`src/rtl/ulpi_rx_path.sv`:
```
// ulpi_rx_path: receive-side ULPI snooper. Decodes RX CMD status, frames received bytes
// into a FWFT byte FIFO, captures register reads. Define ULPI_RX_STATS_EN for packet/error counters.
module ulpi_rx_path #(
   parameter int FIFO_DEPTH = 8
) (
   input  logic       i_clk,
   input  logic       i_rst,
   input  logic       i_dir,
   input  logic       i_nxt,
   input  logic [7:0] i_data,
   input  logic       i_reg_rd_pend,
   output logic [7:0] o_reg_data,
   output logic       o_reg_valid,
   output logic [1:0] o_linestate,
   output logic [1:0] o_vbus,
   output logic       o_id,
   output logic       o_rx_active,
   output logic [7:0] o_rx_data,
   output logic       o_rx_valid,
   output logic       o_rx_last,
   output logic       o_rx_err,
   input  logic       i_rx_ready,
   output logic       o_overflow
`ifdef ULPI_RX_STATS_EN
   ,
   output logic [15:0] o_pkt_cnt,
   output logic [15:0] o_err_cnt
`endif
);

   // state | meaning
   // IDLE  | link owns the bus (dir=0); watch for dir rising
   // TURN  | turnaround after dir rise; bus not sampled
   // BUS   | PHY owns the bus; sample data bytes, RX CMDs, register reads

   localparam int AW = $clog2(FIFO_DEPTH);
   localparam logic [AW:0]   DATA_LIM = (AW+1)'(FIFO_DEPTH - 1);
   localparam logic [AW:0]   FULL_LIM = (AW+1)'(FIFO_DEPTH);
   localparam logic [AW:0]   CNT_ONE  = (AW+1)'(1);
   localparam logic [AW-1:0] PTR_ONE  = AW'(1);

   typedef enum logic [1:0] {ST_IDLE, ST_TURN, ST_BUS} state_t;

   state_t state, state_nxt;

   logic       first_byte;
   logic       pkt_open;
   logic       pkt_drop;
   logic       stg_vld;
   logic [7:0] stg_data;
   logic       term_pend;

   logic [9:0]    mem [FIFO_DEPTH];
   logic [AW-1:0] wr_ptr;
   logic [AW-1:0] rd_ptr;
   logic [AW:0]   fifo_cnt;
   logic [9:0]    rd_word;

   logic       ev_byte, ev_cmd, ev_reg, ev_open, ev_abort, ev_end, end_err;
   logic [1:0] rx_event;
   logic       data_req, data_room, data_push, ovf_evt;
   logic       term_room, term_push, push, pop;
   logic [9:0] data_word, push_word;

   assign rx_event = i_data[5:4];

   always_comb begin
      state_nxt = state;
      ev_byte   = 1'b0;
      ev_cmd    = 1'b0;
      ev_reg    = 1'b0;
      ev_open   = 1'b0;
      ev_abort  = 1'b0;
      case (state)
         ST_IDLE: begin
            if (i_dir) begin
               state_nxt = ST_TURN;
               ev_open   = i_nxt;
            end
         end
         ST_TURN: begin
            state_nxt = i_dir ? ST_BUS : ST_IDLE;
         end
         ST_BUS: begin
            if (!i_dir) begin
               state_nxt = ST_IDLE;
               ev_abort  = 1'b1;
            end else if (first_byte && i_reg_rd_pend && !i_nxt) begin
               ev_reg = 1'b1;
            end else if (i_nxt) begin
               ev_byte = 1'b1;
            end else begin
               ev_cmd = 1'b1;
            end
         end
         default: state_nxt = ST_IDLE;
      endcase
   end

   assign ev_end  = pkt_open && ((ev_cmd && rx_event != 2'b01) || ev_abort);
   assign end_err = ev_abort || (rx_event == 2'b11);

   assign o_rx_valid = (fifo_cnt != '0);
   assign pop        = o_rx_valid && i_rx_ready;
   assign rd_word    = mem[rd_ptr];
   assign o_rx_data  = o_rx_valid ? rd_word[9:2] : 8'h00;
   assign o_rx_last  = o_rx_valid && rd_word[1];
   assign o_rx_err   = o_rx_valid && rd_word[0];

   // The last slot is held back for the err+last terminator of an overflowing packet;
   // a pending terminator also blocks later data so entries stay in order.
   always_comb begin
      data_req  = 1'b0;
      data_word = '0;
      if (stg_vld && (ev_byte || ev_end)) begin
         data_req  = 1'b1;
         data_word = {stg_data, ev_end, ev_end & end_err};
      end
      data_room = ((fifo_cnt < DATA_LIM) || pop) && !term_pend;
      data_push = data_req && data_room;
      ovf_evt   = data_req && !data_room;
      term_room = (fifo_cnt < FULL_LIM) || pop;
      term_push = (term_pend || ovf_evt) && term_room;
      push      = data_push || term_push;
      push_word = data_push ? data_word : {8'h00, 2'b11};
   end

   always_ff @(posedge i_clk) begin
      if (i_rst) begin
         state       <= ST_IDLE;
         first_byte  <= 1'b0;
         pkt_open    <= 1'b0;
         pkt_drop    <= 1'b0;
         stg_vld     <= 1'b0;
         stg_data    <= 8'h00;
         term_pend   <= 1'b0;
         o_overflow  <= 1'b0;
         o_reg_data  <= 8'h00;
         o_reg_valid <= 1'b0;
         o_linestate <= 2'b00;
         o_vbus      <= 2'b00;
         o_id        <= 1'b0;
         o_rx_active <= 1'b0;
      end else begin
         state <= state_nxt;

         if (state == ST_TURN && i_dir) begin
            first_byte <= 1'b1;
         end else if (state == ST_BUS) begin
            first_byte <= 1'b0;
         end

         o_reg_valid <= ev_reg;
         if (ev_reg) begin
            o_reg_data <= i_data;
         end

         if (ev_cmd) begin
            o_linestate <= i_data[1:0];
            o_vbus      <= i_data[3:2];
            o_id        <= i_data[6];
            o_rx_active <= i_data[4];
         end else if (ev_open) begin
            o_rx_active <= 1'b1;
         end

         if (ev_end) begin
            pkt_open <= 1'b0;
         end else if (ev_open || ev_byte || (ev_cmd && rx_event == 2'b01)) begin
            pkt_open <= 1'b1;
         end

         if (ev_end) begin
            pkt_drop <= 1'b0;
         end else if (ovf_evt) begin
            pkt_drop <= 1'b1;
         end

         if (ev_end || ovf_evt) begin
            stg_vld <= 1'b0;
         end else if (ev_byte && !pkt_drop) begin
            stg_vld  <= 1'b1;
            stg_data <= i_data;
         end

         term_pend <= (term_pend || ovf_evt) && !term_push;

         if (ovf_evt) begin
            o_overflow <= 1'b1;
         end
      end
   end

   always_ff @(posedge i_clk) begin
      if (i_rst) begin
         wr_ptr   <= '0;
         rd_ptr   <= '0;
         fifo_cnt <= '0;
      end else begin
         if (push) begin
            wr_ptr <= wr_ptr + PTR_ONE;
         end
         if (pop) begin
            rd_ptr <= rd_ptr + PTR_ONE;
         end
         case ({push, pop})
            2'b10:   fifo_cnt <= fifo_cnt + CNT_ONE;
            2'b01:   fifo_cnt <= fifo_cnt - CNT_ONE;
            default: fifo_cnt <= fifo_cnt;
         endcase
      end
   end

   always_ff @(posedge i_clk) begin
      if (push) begin
         mem[wr_ptr] <= push_word;
      end
   end

`ifdef ULPI_RX_STATS_EN
   always_ff @(posedge i_clk) begin
      if (i_rst) begin
         o_pkt_cnt <= 16'h0000;
         o_err_cnt <= 16'h0000;
      end else if (ev_end) begin
         if (o_pkt_cnt != 16'hFFFF) begin
            o_pkt_cnt <= o_pkt_cnt + 16'd1;
         end
         if ((end_err || pkt_drop || ovf_evt) && o_err_cnt != 16'hFFFF) begin
            o_err_cnt <= o_err_cnt + 16'd1;
         end
      end
   end
`endif

endmodule
```
`config.mk`:
```
export PLATFORM = sky130hd
export DESIGN_NAME = ulpi_rx_path
export DESIGN_NICKNAME = d
export VERILOG_FILES = /design/src/rtl/ulpi_rx_path.sv
export SDC_FILE = /design/constraint.sdc
export NUM_CORES = 1
export LEC_CHECK = 0
export BUFFER_PORTS_ARGS = -buffer_cell sky130_fd_sc_hd__buf_2
export CORE_ASPECT_RATIO = 0.7
export CORE_MARGIN = 2
export CORE_UTILIZATION = 40
export DETAILED_ROUTE_END_ITERATION = 10
export PLACE_DENSITY = 0.54
export SYNTH_ARGS = -nofsm -noshare
export SYNTH_HDL_FRONTEND = slang
export SYNTH_SLANG_ARGS = --single-unit
export TNS_END_PERCENT = 5
```
`constraint.sdc`:
```
create_clock -name i_clk -period 3.48 [get_ports i_clk]
set_input_delay 0.348 -clock i_clk [delete_from_list [all_inputs] [get_ports i_clk]]
set_output_delay 0.348 -clock i_clk [all_outputs]
set_load 0.01 [all_outputs]
```
==> results of run 1 <==
worst max-delay path: stages (launching register included):
cell	delay, ns
sky130_fd_sc_hd__dfxtp_1	0.43
sky130_fd_sc_hd__nand3b_1	0.18
sky130_fd_sc_hd__a22o_1	0.34
sky130_fd_sc_hd__nor2_1	0.32
sky130_fd_sc_hd__inv_1	0.11
sky130_fd_sc_hd__ha_1	0.28
sky130_fd_sc_hd__xor2_1	0.16
sky130_fd_sc_hd__ha_1	0.19
sky130_fd_sc_hd__a21oi_1	0.14
sky130_fd_sc_hd__xor2_1	0.09
sky130_fd_sc_hd__or3_1	0.31
sky130_fd_sc_hd__a21oi_1	0.14
registers in the layout (all words and copies together) (netlist names), 2 cells and up, named ones only:
name and flops:
o_linestate 2, stg_data 8, wr_ptr 3, fifo_cnt 4, state 2, mem 80, o_vbus 2, o_reg_data 8
rd_ptr 3
stage by stage:
step / cell area (um^2) / utilization
CTS: 6080 / 0.491
floorplan: 5060 / -
finish: 6080 / 0.491
detailed placement: 5520 / 0.446
global placement: 5520 / 0.446
global route: 6080 / 0.491
synth_stat cells (2+ instances only):
master / instances
sky130_fd_sc_hd__inv_1: 7
sky130_fd_sc_hd__nand2_1: 31
sky130_fd_sc_hd__mux4_2: 20
sky130_fd_sc_hd__buf_1: 3
sky130_fd_sc_hd__ha_1: 5
sky130_fd_sc_hd__o21a_1: 2
sky130_fd_sc_hd__nor4b_1: 2
sky130_fd_sc_hd__or4_1: 2
sky130_fd_sc_hd__nand3b_1: 2
sky130_fd_sc_hd__o21ai_0: 5
sky130_fd_sc_hd__clkbuf_1: 9
sky130_fd_sc_hd__and2_1: 8
sky130_fd_sc_hd__buf_2: 3
sky130_fd_sc_hd__or3_1: 2
sky130_fd_sc_hd__nand2b_1: 4
sky130_fd_sc_hd__dfxtp_1: 44
sky130_fd_sc_hd__o31ai_1: 2
sky130_fd_sc_hd__nand3_1: 8
sky130_fd_sc_hd__mux2_2: 2
sky130_fd_sc_hd__nor2_1: 33
sky130_fd_sc_hd__a21oi_1: 13
sky130_fd_sc_hd__nor4bb_1: 3
sky130_fd_sc_hd__nor4_1: 2
sky130_fd_sc_hd__mux2i_1: 27
sky130_fd_sc_hd__a211oi_1: 2
sky130_fd_sc_hd__a31oi_1: 4
sky130_fd_sc_hd__and4b_1: 2
sky130_fd_sc_hd__edfxtp_1: 80
sky130_fd_sc_hd__xor2_1: 4
sky130_fd_sc_hd__nor3_1: 6
cells in the final DEF (no fill, tap or decap), types with 2 or more instances in the layout:
cell type and count:
sky130_fd_sc_hd__o21ai_0 5, sky130_fd_sc_hd__o31ai_1 2, sky130_fd_sc_hd__o21a_1 2, sky130_fd_sc_hd__nor4bb_2 2, sky130_fd_sc_hd__a21oi_1 13, sky130_fd_sc_hd__dfxtp_1 44
sky130_fd_sc_hd__a211oi_1 2, sky130_fd_sc_hd__mux4_2 20, sky130_fd_sc_hd__ha_1 5, sky130_fd_sc_hd__mux2i_1 27, sky130_fd_sc_hd__a31oi_1 4, sky130_fd_sc_hd__nor4_2 2
sky130_fd_sc_hd__inv_1 7, sky130_fd_sc_hd__buf_2 40, sky130_fd_sc_hd__nand3_1 8, sky130_fd_sc_hd__nand3b_1 2, sky130_fd_sc_hd__edfxtp_1 80, sky130_fd_sc_hd__mux2_2 2
sky130_fd_sc_hd__inv_6 4, sky130_fd_sc_hd__clkbuf_16 17, sky130_fd_sc_hd__xor2_1 4, sky130_fd_sc_hd__clkinv_4 7, sky130_fd_sc_hd__or3_1 2, sky130_fd_sc_hd__and2_1 8
sky130_fd_sc_hd__or4_1 2, sky130_fd_sc_hd__and4b_1 2, sky130_fd_sc_hd__nand2b_1 4, sky130_fd_sc_hd__buf_4 10, sky130_fd_sc_hd__nor2_1 33, sky130_fd_sc_hd__nand2_1 31
sky130_fd_sc_hd__nor3_1 6
worst max path at each step:
stage          slack [ns]                        to                  start
2_1_floorplan        0.85       mem[1][0]$_DFFE_PP_  state[0]$_SDFFE_PP0P_
3_3_place_gp         0.79  fifo_cnt[2]$_SDFFE_PP0P_                  i_dir
3_5_place_dp         0.74  fifo_cnt[2]$_SDFFE_PP0P_                  i_dir
4_1_cts              0.73  fifo_cnt[2]$_SDFFE_PP0P_   stg_vld$_SDFFE_PP0P_
5_1_grt              0.47  fifo_cnt[2]$_SDFFE_PP0P_   stg_vld$_SDFFE_PP0P_
6_report             0.72  fifo_cnt[2]$_SDFFE_PP0P_   stg_vld$_SDFFE_PP0P_
where the power goes:
part	switching, W	internal, W
combinational	0.0000372	0.0000214
clock	0.000666	0.000996
sequential	0.00000475	0.00155
kinds of logic after synthesis:
family	after synthesis	synth area share
simple gates	109	0.106
fa+ha+maj	5	0.0124
mux	49	0.147
compound gates	38	0.0573
buf+inv	24	0.0200
xor+xnor	5	0.00865
flops	124	0.649
per-layer routing:
layer,part of all wire,vias up
met4,0.0070,0
li1,-,1448
met3,0.032,7
met2,0.45,39
met5,0,-
met1,0.51,1500
area by class of cell:
| type | instances | area, um^2 | share of cell area |
|---|---|---|---|
| sequential | 124 | 3280 | 0.540 |
| tap | 162 | 203 | 0.0333 |
| timing repair buffer | 50 | 275 | 0.0452 |
| clock buffer | 18 | 429 | 0.0705 |
| multi-input combinational | 206 | 1720 | 0.283 |
| clock inverter | 14 | 139 | 0.0228 |
| inverter | 8 | 30.0 | 0.00494 |
==> results.txt, run 1 <==
In the synthesized netlist, the number of instances is 354. The flow ran to the end, and the final reports show no timing, DRC or antenna violations. For this run, global-route usage on met3 was measured as 0.0544. The placer's final routability congestion estimate is 0.793. The count of H-tree levels built during CTS came out at 4. Gates resized during post-CTS repair numbered 0. The global routing stage identified its most utilized layer as met2. The fraction of synthesized cell area taken by the top area cell type came out at 0.475. Summed over all cells, the static leakage comes to 2.29 nW. sky130_fd_sc_hd__edfxtp_1 takes more of the synthesized area than any other cell.

Entering global routing, the biggest net connects 33 pins. Headroom to the max-slew limit came out at 0.383. The post-synthesis sequential element count is 124. The vertical die dimension is 98.1 um.

The count of synthesis-stage warnings from yosys came out at 0. The number of nets with antenna violations after routing came out at 0. The capturing element type of the critical path is a flip-flop. The origin of the critical flop-to-flop path is stg_vld$_SDFFE_PP0P_. The average routed wire per standard cell came out at 17.8 um.

The number of max-slew violations in the final report is 0. The maximum net fanout on the critical path is 10. For the worst setup path, the data arrival time is 3.10 ns. The slew at the pin with the worst max-slew slack is 0.921 ns. The maximum VDD drop came out at 0.314 mV. In this run, placement finished with an instance count of 550. From left edge to right edge, the die measures 138 um. The DRC violations left is 0. In this run the worst hold path is classified as primary input to flip-flop. The detailed router finished its first iteration with 174 violations.

The initial antenna violation count came out at 0. The number of violations of the max-capacitance limit is 0. Of the available clock period, the critical path in the final layout requires 0.794. The share of post-route cells with drive strength above 1 came out at 0.274. The setup-violating endpoint count in the final report is 0. The total clock buffers created by CTS came out at 17.

Counting every net in the synthesized netlist gives 373. The final-report hold violation count came to 0. The number of vias in the routed layout is 2994. The launch instance of the worst min-delay path is i_data[7]. The via count of the first global-routing pass is 2980. The tree is rooted in a sky130_fd_sc_hd__clkbuf_16. The filler cell count in the final layout came out at 1083. The post-CTS clock slew at the launch and capture registers of the worst setup and hold paths came out at 0.06 ns. After synthesis, the cell types taking the most area are sky130_fd_sc_hd__edfxtp_1 47%, sky130_fd_sc_hd__dfxtp_1 17%, sky130_fd_sc_hd__mux4_2 8.9%. The hold buffer count at CTS came out at 0. Among all flip-flop cells after synthesis, the most frequent one is sky130_fd_sc_hd__edfxtp_1. The I/O pin count is 41. Synthesis instantiated 47 different standard cells from the library. TritonCTS built the clock tree.

The number of cells on the worst hold path is 3. In this run the register-to-register setup slack is 0.72 ns. Setup repair after global routing left no endpoint under its margin. The endpoint identified for the worst register-to-register timing path is fifo_cnt[2]$_SDFFE_PP0P_. The number of synthesized flops with an enable pin is 80. The combined global-route utilization of all metal layers is 0.164.

Counting cells, the worst reg-to-reg path comes to 11. The maximum clock insertion buffer count came out at 2. The power density normalized to cell area is 539 mW/mm^2. The kind of start point of the critical path is a flip-flop.

The global-route congestion overflow total is 0. The initialized floorplan defines 34 standard-cell rows. For hold timing, the worst endpoint is o_reg_data[7]$_SDFFE_PP0P_.

The first-pass iteration count of the detailed router is 7. For this run, the register share of the synthesized area comes to 0.649. The first global-routing pass estimated 16700 um of wire. The worst hold slack is 0.200 ns.

The HPWL reported at the end of detailed placement came out at 6740 um. The power consumption is 0.00328 W. The number of nets in the layout is 426.

The setup path with the least slack is of type flip-flop to flip-flop. The initial core utilization came out at 0.409. The clock arrives with 0.0124 ns of skew. The finished layout holds 582 standard cells, fillers aside. The met1 track demand over resource in global routing came out at 0.231. OpenSTA, run right after detailed placement, puts the worst setup slack at 0.736 ns. The number of antenna diodes in the final layout is 0. The quantity of I/O buffers inserted on ports is 40. Adding up every negative setup slack in the final design gives 0 ns. The total setup buffers inserted after CTS came out at 0. The final worst slack came out at 0.718 ns. At the later pin of the worst-skew pair, clock insertion delay measures 0.41 ns. The die area is 0.0136 mm^2. The data required time at the worst endpoint came out at 3.81 ns.

The synthesized area is 0.00506 mm^2. The final routed wirelength across all metal layers is 10300 um. The clock sink count is 124. The core footprint is 0.0124 mm^2.

The minimum clock period is 2.76 ns. The signed area change from the synthesized netlist to the final layout is 20.2%. Averaged over all synthesized cells, the footprint is 14.3 um^2. The proportion of synthesized flip-flops having asynchronous set or reset came out at 0. For met2 alone, demand over resource in global routing was 0.240. Derived from the worst setup path, the maximum achievable clock frequency is 362 MHz.

The average via count per standard cell came out at 5.14.
Note: power is estimated with default switching activity, not from simulation.
==> run 2: changes to the inputs <==
==> constraint.sdc (replaced) <==
create_clock -name i_clk -period 2.8 [get_ports i_clk]
set_input_delay 0.28 -clock i_clk [delete_from_list [all_inputs] [get_ports i_clk]]
set_output_delay 0.28 -clock i_clk [all_outputs]
set_load 0.01 [all_outputs]
==> results.txt, run 2 (synthesis gave the netlist of run 1 again) <==
The final routed wirelength across all metal layers is 10300 um (-0.84%). mem holds more flip-flops than any other register. The quantity of I/O buffers inserted on ports is 40 (unchanged). The finished layout cell area came out at 0.00616 mm^2 (+1.3%). The maximum VDD drop came out at 0.505 mV (+61%). The number of max-slew violations in the final report came out at 0 (unchanged). The final-report hold violation count is 0 (unchanged).

The average via count per standard cell is 5.10 (-0.89%). The via count of the first global-routing pass came to 2956 (-0.81%). The HPWL reported at the end of detailed placement came out at 6710 um (-0.52%). The worst hold path terminates at o_reg_data[7]$_SDFFE_PP0P_. The data required time at the worst endpoint is 3.15 ns (-0.66 ns). The count of cells resized by post-cts repair is 0 (unchanged). Setup repair after global routing left no endpoint under its margin.

The sum of negative setup slack came out at 0 ns (unchanged). The first-pass iteration count of the detailed router came out at 4 (-3). The total setup buffers inserted after CTS came out at 0 (unchanged). The period utilization is 0.848 (+0.0543). The post-CTS clock slew at the launch and capture registers of the worst setup and hold paths came to 0.06 ns (about the same). The share of post-route cells with drive strength above 1 came out at 0.286 (+0.0126). The path type of the worst min-delay path is primary input to flip-flop.

The arrival time of the worst setup path came out at 2.72 ns (-0.38 ns). The routing usage on met3 came out at 0.0456 (-0.00883). The standard cell area after detailed placement is 0.00556 mm^2 (+0.82%).

The width of the die came to 138 um (unchanged). The hold buffer count at CTS came to 0 (unchanged). The initial antenna violation count came to 0 (unchanged). The average routed wire per standard cell came to 17.4 um (-1.9%). The global-route layer with the greatest usage is met2. The number of cells on the worst hold path came out at 3 (unchanged). The largest registers in the layout are mem (80), o_reg_data (8), stg_data (8). The filler cell count in the final layout came out at 1077 (-0.55%). The number of violations of the max-capacitance limit came out at 0 (unchanged).

The number of antenna repair diodes is 0 (unchanged). The power density normalized to cell area is 685 mW/mm^2 (+27%). The flip-flop count of the largest register after layout is 80 (unchanged). The filler-free cell count of the finished design came to 588 (+1.0%). The DRC violations left came out at 0 (unchanged). The combined global-route utilization of all metal layers came out at 0.159 (-0.00447). The wire length of the first global-routing pass came out at 16200 um (-3.2%). The global routing usage on met2 came out at 0.239 (-0.00152). In this run the critical register-to-register path is captured at fifo_cnt[2]$_SDFFE_PP0P_. The final setup skew is 0.00734 ns (-0.00508 ns). The number of cell instances on the worst register-to-register path came out at 11 (unchanged).

The root buffer cell is sky130_fd_sc_hd__clkbuf_16. The path type of the worst setup path is flip-flop to flip-flop. The top achievable clock speed was 421 MHz (+16%). The number of vias in the routed layout is 2998 (+0.13%). The utilization after layout is 0.498 (+0.00637). The cell total after placement came out at 556 (+1.1%). The I/O pin count came out at 41 (unchanged).

The library cell used most frequently in the layout, excluding fill and tap cells, is sky130_fd_sc_hd__edfxtp_1. The global-route congestion overflow total is 0 (unchanged). The floorplan row count came to 34 (unchanged). The slew at the pin with the worst max-slew slack is 0.849 ns (-0.0721 ns). The setup slack of the most critical reg-to-reg path came out at 0.43 ns (-0.29 ns). The placer's final routability congestion estimate came out at 0.790 (-0.34%).

The total clock buffers created by CTS is 17 (unchanged). The number of nets in the layout is 432 (+1.4%). The top cell types in the final layout, fill and taps aside, are 80 x sky130_fd_sc_hd__edfxtp_1, 44 x sky130_fd_sc_hd__dfxtp_1, 40 x sky130_fd_sc_hd__buf_2.

The power consumption is 0.00422 W (+29%). The starting DRC count in detailed routing came out at 164 (-5.7%). The signed area change from the synthesized netlist to the final layout is 21.7%.

The vertical die dimension is 98.1 um (unchanged). The worst register-to-register path begins at stg_vld$_SDFFE_PP0P_. The remaining max-slew budget at the tightest pin came out at 0.430 (+0.0463). The leakage power of the design is 2.33 nW (+1.9%). The pin count of the biggest net entering global routing came out at 32 (-3.0%). The count of H-tree levels built during CTS came out at 4 (unchanged). The minimum clock period came out at 2.37 ns (-0.388 ns). The initial core utilization is 0.409 (unchanged). The capturing element type of the critical path is a flip-flop. The core footprint came to 0.0124 mm^2 (unchanged). TritonCTS built the clock tree. The number of nets with antenna violations after routing came out at 0 (unchanged). The die area is 0.0136 mm^2 (unchanged). The kind of start point of the critical path is a flip-flop. The startpoint identified for the worst hold timing path is i_data[7]. The clock sink count is 124 (unchanged). The maximum clock insertion buffer count is 2 (unchanged). The maximum net fanout on the critical path is 5 (-5). The run finished with clean final reports. The met1 track demand over resource in global routing came out at 0.220 (-0.0110).

The setup-violating endpoint count in the final report was 0 (unchanged). The clock latency on the worst-skew pair is 0.41 ns (about the same).
run 2: cell type report:
| class | instances | area [um^2] | area share |
|---|---|---|---|
| Multi-Input combinational cell | 206 | 1720 | 0.280 |
| Sequential cell | 124 | 3280 | 0.533 |
| Timing Repair Buffer | 56 | 320 | 0.0520 |
| Tap cell | 162 | 203 | 0.0329 |
| Clock buffer | 17 | 425 | 0.0690 |
| Clock inverter | 15 | 176 | 0.0286 |
| Inverter | 8 | 30.0 | 0.00487 |
run 2: power by group:
group	switching, W	leakage (nW)	internal, W
clock network	0.000869	0.290	0.00134
registers	0.00000571	1.20	0.00193
logic	0.0000459	0.847	0.0000273
total	0.000920	2.33	0.00330
run 2: worst max-delay path, cell delays in order (launching register included):
cell                       delay, ns
sky130_fd_sc_hd__dfxtp_1        0.43
sky130_fd_sc_hd__nand3b_1       0.17
sky130_fd_sc_hd__a22o_1         0.22
sky130_fd_sc_hd__nor2_1         0.12
sky130_fd_sc_hd__inv_1          0.08
sky130_fd_sc_hd__ha_1           0.26
sky130_fd_sc_hd__xor2_1         0.16
sky130_fd_sc_hd__ha_1           0.18
sky130_fd_sc_hd__a21oi_1        0.14
sky130_fd_sc_hd__xor2_1         0.09
sky130_fd_sc_hd__or3_1          0.31
sky130_fd_sc_hd__a21oi_1        0.14
run 2: layer usage:
metal	routed length (um)	up-vias
met1	4820	1474
met2	4780	50
li1	-	1460
met4	143	0
met3	509	14
met5	0	-
run 2: stage by stage:
| stage | setup WS [ns] | hold slack [ns] |
|---|---|---|
| after CTS | 0.370 | 0.122 |
| after floorplan | 0.173 | 0.420 |
| after global routing | 0.178 | 0.131 |
| after global placement | 0.331 | 0.443 |
| after detailed placement | 0.288 | 0.450 |
| final | 0.425 | 0.133 |
run 2: worst max-delay path by stage:
stage | depth (start not counted) | startpoint | to | slack (ns)
floorplan | 5 | state[0]$_SDFFE_PP0P_ | mem[1][0]$_DFFE_PP_ | 0.17
global placement | 12 | i_dir | fifo_cnt[2]$_SDFFE_PP0P_ | 0.33
detailed placement | 12 | i_dir | fifo_cnt[2]$_SDFFE_PP0P_ | 0.29
CTS | 5 | flip-flop | o_rx_data[7] | 0.37
global route | 11 | state[0]$_SDFFE_PP0P_ | fifo_cnt[2]$_SDFFE_PP0P_ | 0.18
finish | 11 | stg_vld$_SDFFE_PP0P_ | fifo_cnt[2]$_SDFFE_PP0P_ | 0.43
==> run 3: changes to the inputs <==
--- a/config.mk
+++ b/config.mk
@@ -5,6 +5,7 @@
 export SDC_FILE = /design/constraint.sdc
 export NUM_CORES = 1
 export LEC_CHECK = 0
+export ABC_AREA = 1
 export BUFFER_PORTS_ARGS = -buffer_cell sky130_fd_sc_hd__buf_2
 export CORE_ASPECT_RATIO = 0.7
 export CORE_MARGIN = 2
==> constraint.sdc (replaced) <==
create_clock -name i_clk -period 2.4 [get_ports i_clk]
set_input_delay 0.24 -clock i_clk [delete_from_list [all_inputs] [get_ports i_clk]]
set_output_delay 0.24 -clock i_clk [all_outputs]
set_load 0.01 [all_outputs]
==> results.txt, run 3 <==
The worst setup path is captured at an output pin. The I/O pin count came out at 41 (unchanged). The setup slack of the most critical reg-to-reg path is 0.13 ns (-0.30 ns).

The maximum net fanout on the critical path was 11 (+6). TritonCTS built the clock tree. The quantity of I/O buffers inserted on ports is 40 (unchanged). The clock latency on the worst-skew pair is 0.42 ns (about the same). The number of antenna repair diodes was 0 (unchanged). The first-pass iteration count of the detailed router came out at 4 (unchanged).

The maximum VDD drop came out at 0.571 mV (+13%). The starting DRC count in detailed routing is 255 (+55%). The number of distinct library cells after synthesis is 30 (-36%). The number of cells on the worst hold path is 3 (unchanged). The maximum clock insertion buffer count came out at 2 (unchanged). The power density normalized to cell area came out at 1010 mW/mm^2 (+48%). The number of max-slew violations in the final report is 0 (unchanged). The HPWL reported at the end of detailed placement is 7150 um (+6.7%). The proportion of synthesized flip-flops having asynchronous set or reset came out at 0 (unchanged). In this run the most critical hold path is launched from i_data[1]. For this run, the leading register cell type out of synthesis is sky130_fd_sc_hd__edfxtp_1.

The startpoint identified for the worst register-to-register timing path is fifo_cnt[2]$_SDFFE_PP0P_. The average instance area after synthesis came out at 10.4 um^2 (-27%). The initial core utilization is 0.409 (+0.000413).

The met3 wire length is 535 um (+5.1%). The library cells used most frequently in the layout, excluding fill and tap cells, are 108 x sky130_fd_sc_hd__nor2_1, 80 x sky130_fd_sc_hd__edfxtp_1, 77 x sky130_fd_sc_hd__o21ai_0. The number of vias in the routed layout came to 3566 (+19%). The buffers plus inverters on the worst setup path is 3 (+2). The core footprint was 0.0124 mm^2 (+0.34%).

The via count of the first global-routing pass is 3419 (+16%). The die area came to 0.0136 mm^2 (+0.43%). The largest registers in the layout are mem (80), o_reg_data (8), stg_data (8).

The placer's final routability congestion estimate was 0.801 (+1.4%). The floorplan row count is 34 (unchanged). The run finished with clean final reports. The average routed wire per standard cell is 15.2 um (-13%). The number of nets in the layout is 570 (+32%). The average via count per standard cell came out at 4.91 (-3.7%).

The kind of start point of the critical path is a flip-flop. The fraction of synthesized cell area taken by the top area cell type came to 0.472 (-0.00210). In this run the worst hold path is classified as primary input to flip-flop.

The post-CTS clock slew at the launch and capture registers of the worst setup and hold paths is 0.06 ns (about the same). The setup-violating endpoint count in the final report came to 0 (unchanged). The critical path in this run is classified as flip-flop to output pin. In the post-synthesis netlist, the biggest area contributors are sky130_fd_sc_hd__edfxtp_1 47%, sky130_fd_sc_hd__dfxtp_1 17%, sky130_fd_sc_hd__nor2_1 8.0%. The root buffer cell is sky130_fd_sc_hd__clkbuf_16. The wire length of the first global-routing pass came out at 18000 um (+11%). The worst hold slack came out at 0.0844 ns (-0.0482 ns).

The register area share after synthesis is 0.646 (-0.00287). The cell total after placement is 693 (+25%). The pin count of the biggest net entering global routing is 41 (+28%). The number of standard cells after synthesis is 487 (+38%).

Among cell families on the critical path, the largest total delay comes from buffers and inverters. In this run the critical register-to-register path is captured at fifo_cnt[2]$_SDFFE_PP0P_. The share of post-route cells with drive strength above 1 came out at 0.239 (-0.0470). The routed length on met1 came to 5260 um (+9.2%).

By count the netlist is led by 108 x sky130_fd_sc_hd__nor2_1, 80 x sky130_fd_sc_hd__edfxtp_1, 78 x sky130_fd_sc_hd__o21ai_0. The remaining max-slew budget at the tightest pin is 0.552 (+0.123). The cell that appears most often on the critical path is sky130_fd_sc_hd__inv_1. The final setup skew was 0.00946 ns (+0.00212 ns). The synthesized net count is 506 (+36%). For hold timing, the worst endpoint is o_reg_data[1]$_SDFFE_PP0P_. Timing would allow up to 430 MHz. The vertical die dimension came to 98.3 um (+0.21%). The post-synthesis sequential element count is 124 (unchanged). Yosys instantiated no cell more often than sky130_fd_sc_hd__nor2_1. The slew at the pin with the worst max-slew slack is 0.671 ns (-0.178 ns). Leaving out fill and tap cells, the most frequent cell in the layout is sky130_fd_sc_hd__nor2_1.

Traced cell by cell, the critical path runs through inv_1, nand2_1, nor3_4, inv_1, o21ai_0, a31oi_1, buf_2. The register bank with the most flops is mem. The final-report hold violation count came out at 0 (unchanged). For this design, the slowest cell found on the critical path is sky130_fd_sc_hd__dfxtp_1.

The width of the die is 139 um (+0.22%). The count of H-tree levels built during CTS is 4 (unchanged). The leakage power of the design came out at 2.56 nW (+9.8%). The signed area change from the synthesized netlist to the final layout is 22.8%. The highest metal layer carrying signal wires in the routed design is met4.

The data required time at the worst endpoint is 2.16 ns (-0.99 ns). The count of synthesis-stage warnings from yosys was 0 (unchanged). The number of violations of the max-capacitance limit came out at 0 (unchanged). The total length of routed met2 wires came out at 5060 um (+5.8%). The number of synthesized flops with an enable pin is 80 (unchanged). The delay of the slowest cell on the worst path is 0.39 ns (-0.04 ns). The combined global-route utilization of all metal layers came to 0.173 (+0.0136). The global-route congestion overflow total came out at 0 (unchanged). Setup repair after global routing could not meet its margin everywhere. The filler-free cell count of the finished design is 726 (+23%). Summed over all instances, the cell type with the most area after synthesis is sky130_fd_sc_hd__edfxtp_1. The flip-flop count of the largest register after layout is 80 (unchanged). The number of cell instances on the worst register-to-register path is 16 (+5).

The period utilization came out at 0.969. Counting I/O delays and the setup requirement, the final critical path takes 2.33 ns. The clock sink count came out at 124 (unchanged). The total clock buffers created by CTS was 17 (unchanged).

The synthesized area came to 0.00508 mm^2 (+0.44%). The number of nets with antenna violations after routing came out at 0 (unchanged). The initial antenna violation count came out at 0 (unchanged). The DRC violations left came out at 0 (unchanged). The arrival time of the worst setup path came out at 2.09 ns (-0.63 ns). The final routed wirelength across all metal layers is 11000 um (+7.4%). The filler cell count in the final layout is 1166 (+8.3%).
run 3: cell types whose count changed in the layout (fill, tap and decap cells not counted), moves of 10 or more:
cell	change
sky130_fd_sc_hd__inv_1	+29
sky130_fd_sc_hd__mux2i_1	-27
sky130_fd_sc_hd__mux4_2	-20
sky130_fd_sc_hd__nor2_1	+75
sky130_fd_sc_hd__o21ai_0	+72
sky130_fd_sc_hd__o22ai_1	+10
run 3: routing by layer:
| metal | GRT usage | vias up |
|---|---|---|
| met5 | 0 | - |
| met4 | 0.0660 | 0 |
| met3 | 0.0466 | 14 |
| met2 | 0.257 | 63 |
| met1 | 0.244 | 1688 |
| li1 | - | 1801 |
run 3: how the worst max path moves through the flow:
stage / to / cells after the start / from / slack (ns)
2_1_floorplan: fifo_cnt[2]$_SDFFE_PP0P_ / 18 / state[1]$_SDFFE_PP0P_ / 0.11
3_3_place_gp: fifo_cnt[2]$_SDFFE_PP0P_ / 20 / i_nxt / 0.1
3_5_place_dp: fifo_cnt[3]$_SDFFE_PP0P_ / 21 / i_nxt / 0.02
4_1_cts: fifo_cnt[3]$_SDFFE_PP0P_ / 19 / state[1]$_SDFFE_PP0P_ / 0.03
5_1_grt: o_rx_err / 7 / fifo_cnt[2]$_SDFFE_PP0P_ / -0.05
6_report: o_rx_err / 7 / fifo_cnt[2]$_SDFFE_PP0P_ / 0.07
run 3: kinds of logic after synthesis:
kind of cell | synth area share
AND/OR/NAND/NOR | 0.151
XOR/XNOR | 0.00689
flip-flops | 0.646
AO/OA/AOI/OAI | 0.134
buffers and inverters | 0.0502
adder cells (fa/ha/maj) | 0.0123
run 3: through the flow:
stage	total power, W	util	setup TNS (ns)	worst slack [ns]	area (um^2)
after floorplan	0.00334	-	0	0.106	5080
after global placement	0.00377	0.450	0	0.0951	5590
after detailed placement	0.00379	0.450	0	0.0207	5590
after CTS	0.00634	0.498	0	0.0254	6190
after global routing	0.00669	0.503	-0.152	-0.0498	6240
final	0.00633	0.503	0	0.0745	6240
run 3: area by class of cell:
class / instances / area, um^2 / share of cell area
clock inverter: 9 / 78.8 / 0.0126
timing repair buffer: 66 / 408 / 0.0653
tap: 162 / 203 / 0.0325
multi-input combinational: 301 / 1590 / 0.254
inverter: 41 / 158 / 0.0252
clock buffer: 23 / 526 / 0.0842
sequential: 124 / 3290 / 0.526
run 3: report_power, final:
| group | total, W | switching, W | internal (W) |
|---|---|---|---|
| Clock | 0.00254 | 0.000894 | 0.00164 |
| Combinational | 0.00144 | 0.000914 | 0.000523 |
| Sequential | 0.00236 | 0.0000495 | 0.00231 |
| Total | 0.00633 | 0.00186 | 0.00448 |
run 3: what timing repair did:
action,CTS,global route
endpoints found under the setup margin,0,8
hold buffers,0,0
setup buffers,0,1
gates resized for setup,0,13
run 3: worst min-delay path: cells and delay by family:
family	cells	cell delay [ns]
buffers and inverters	1	0.10
AND/OR/NAND/NOR	2	0.12
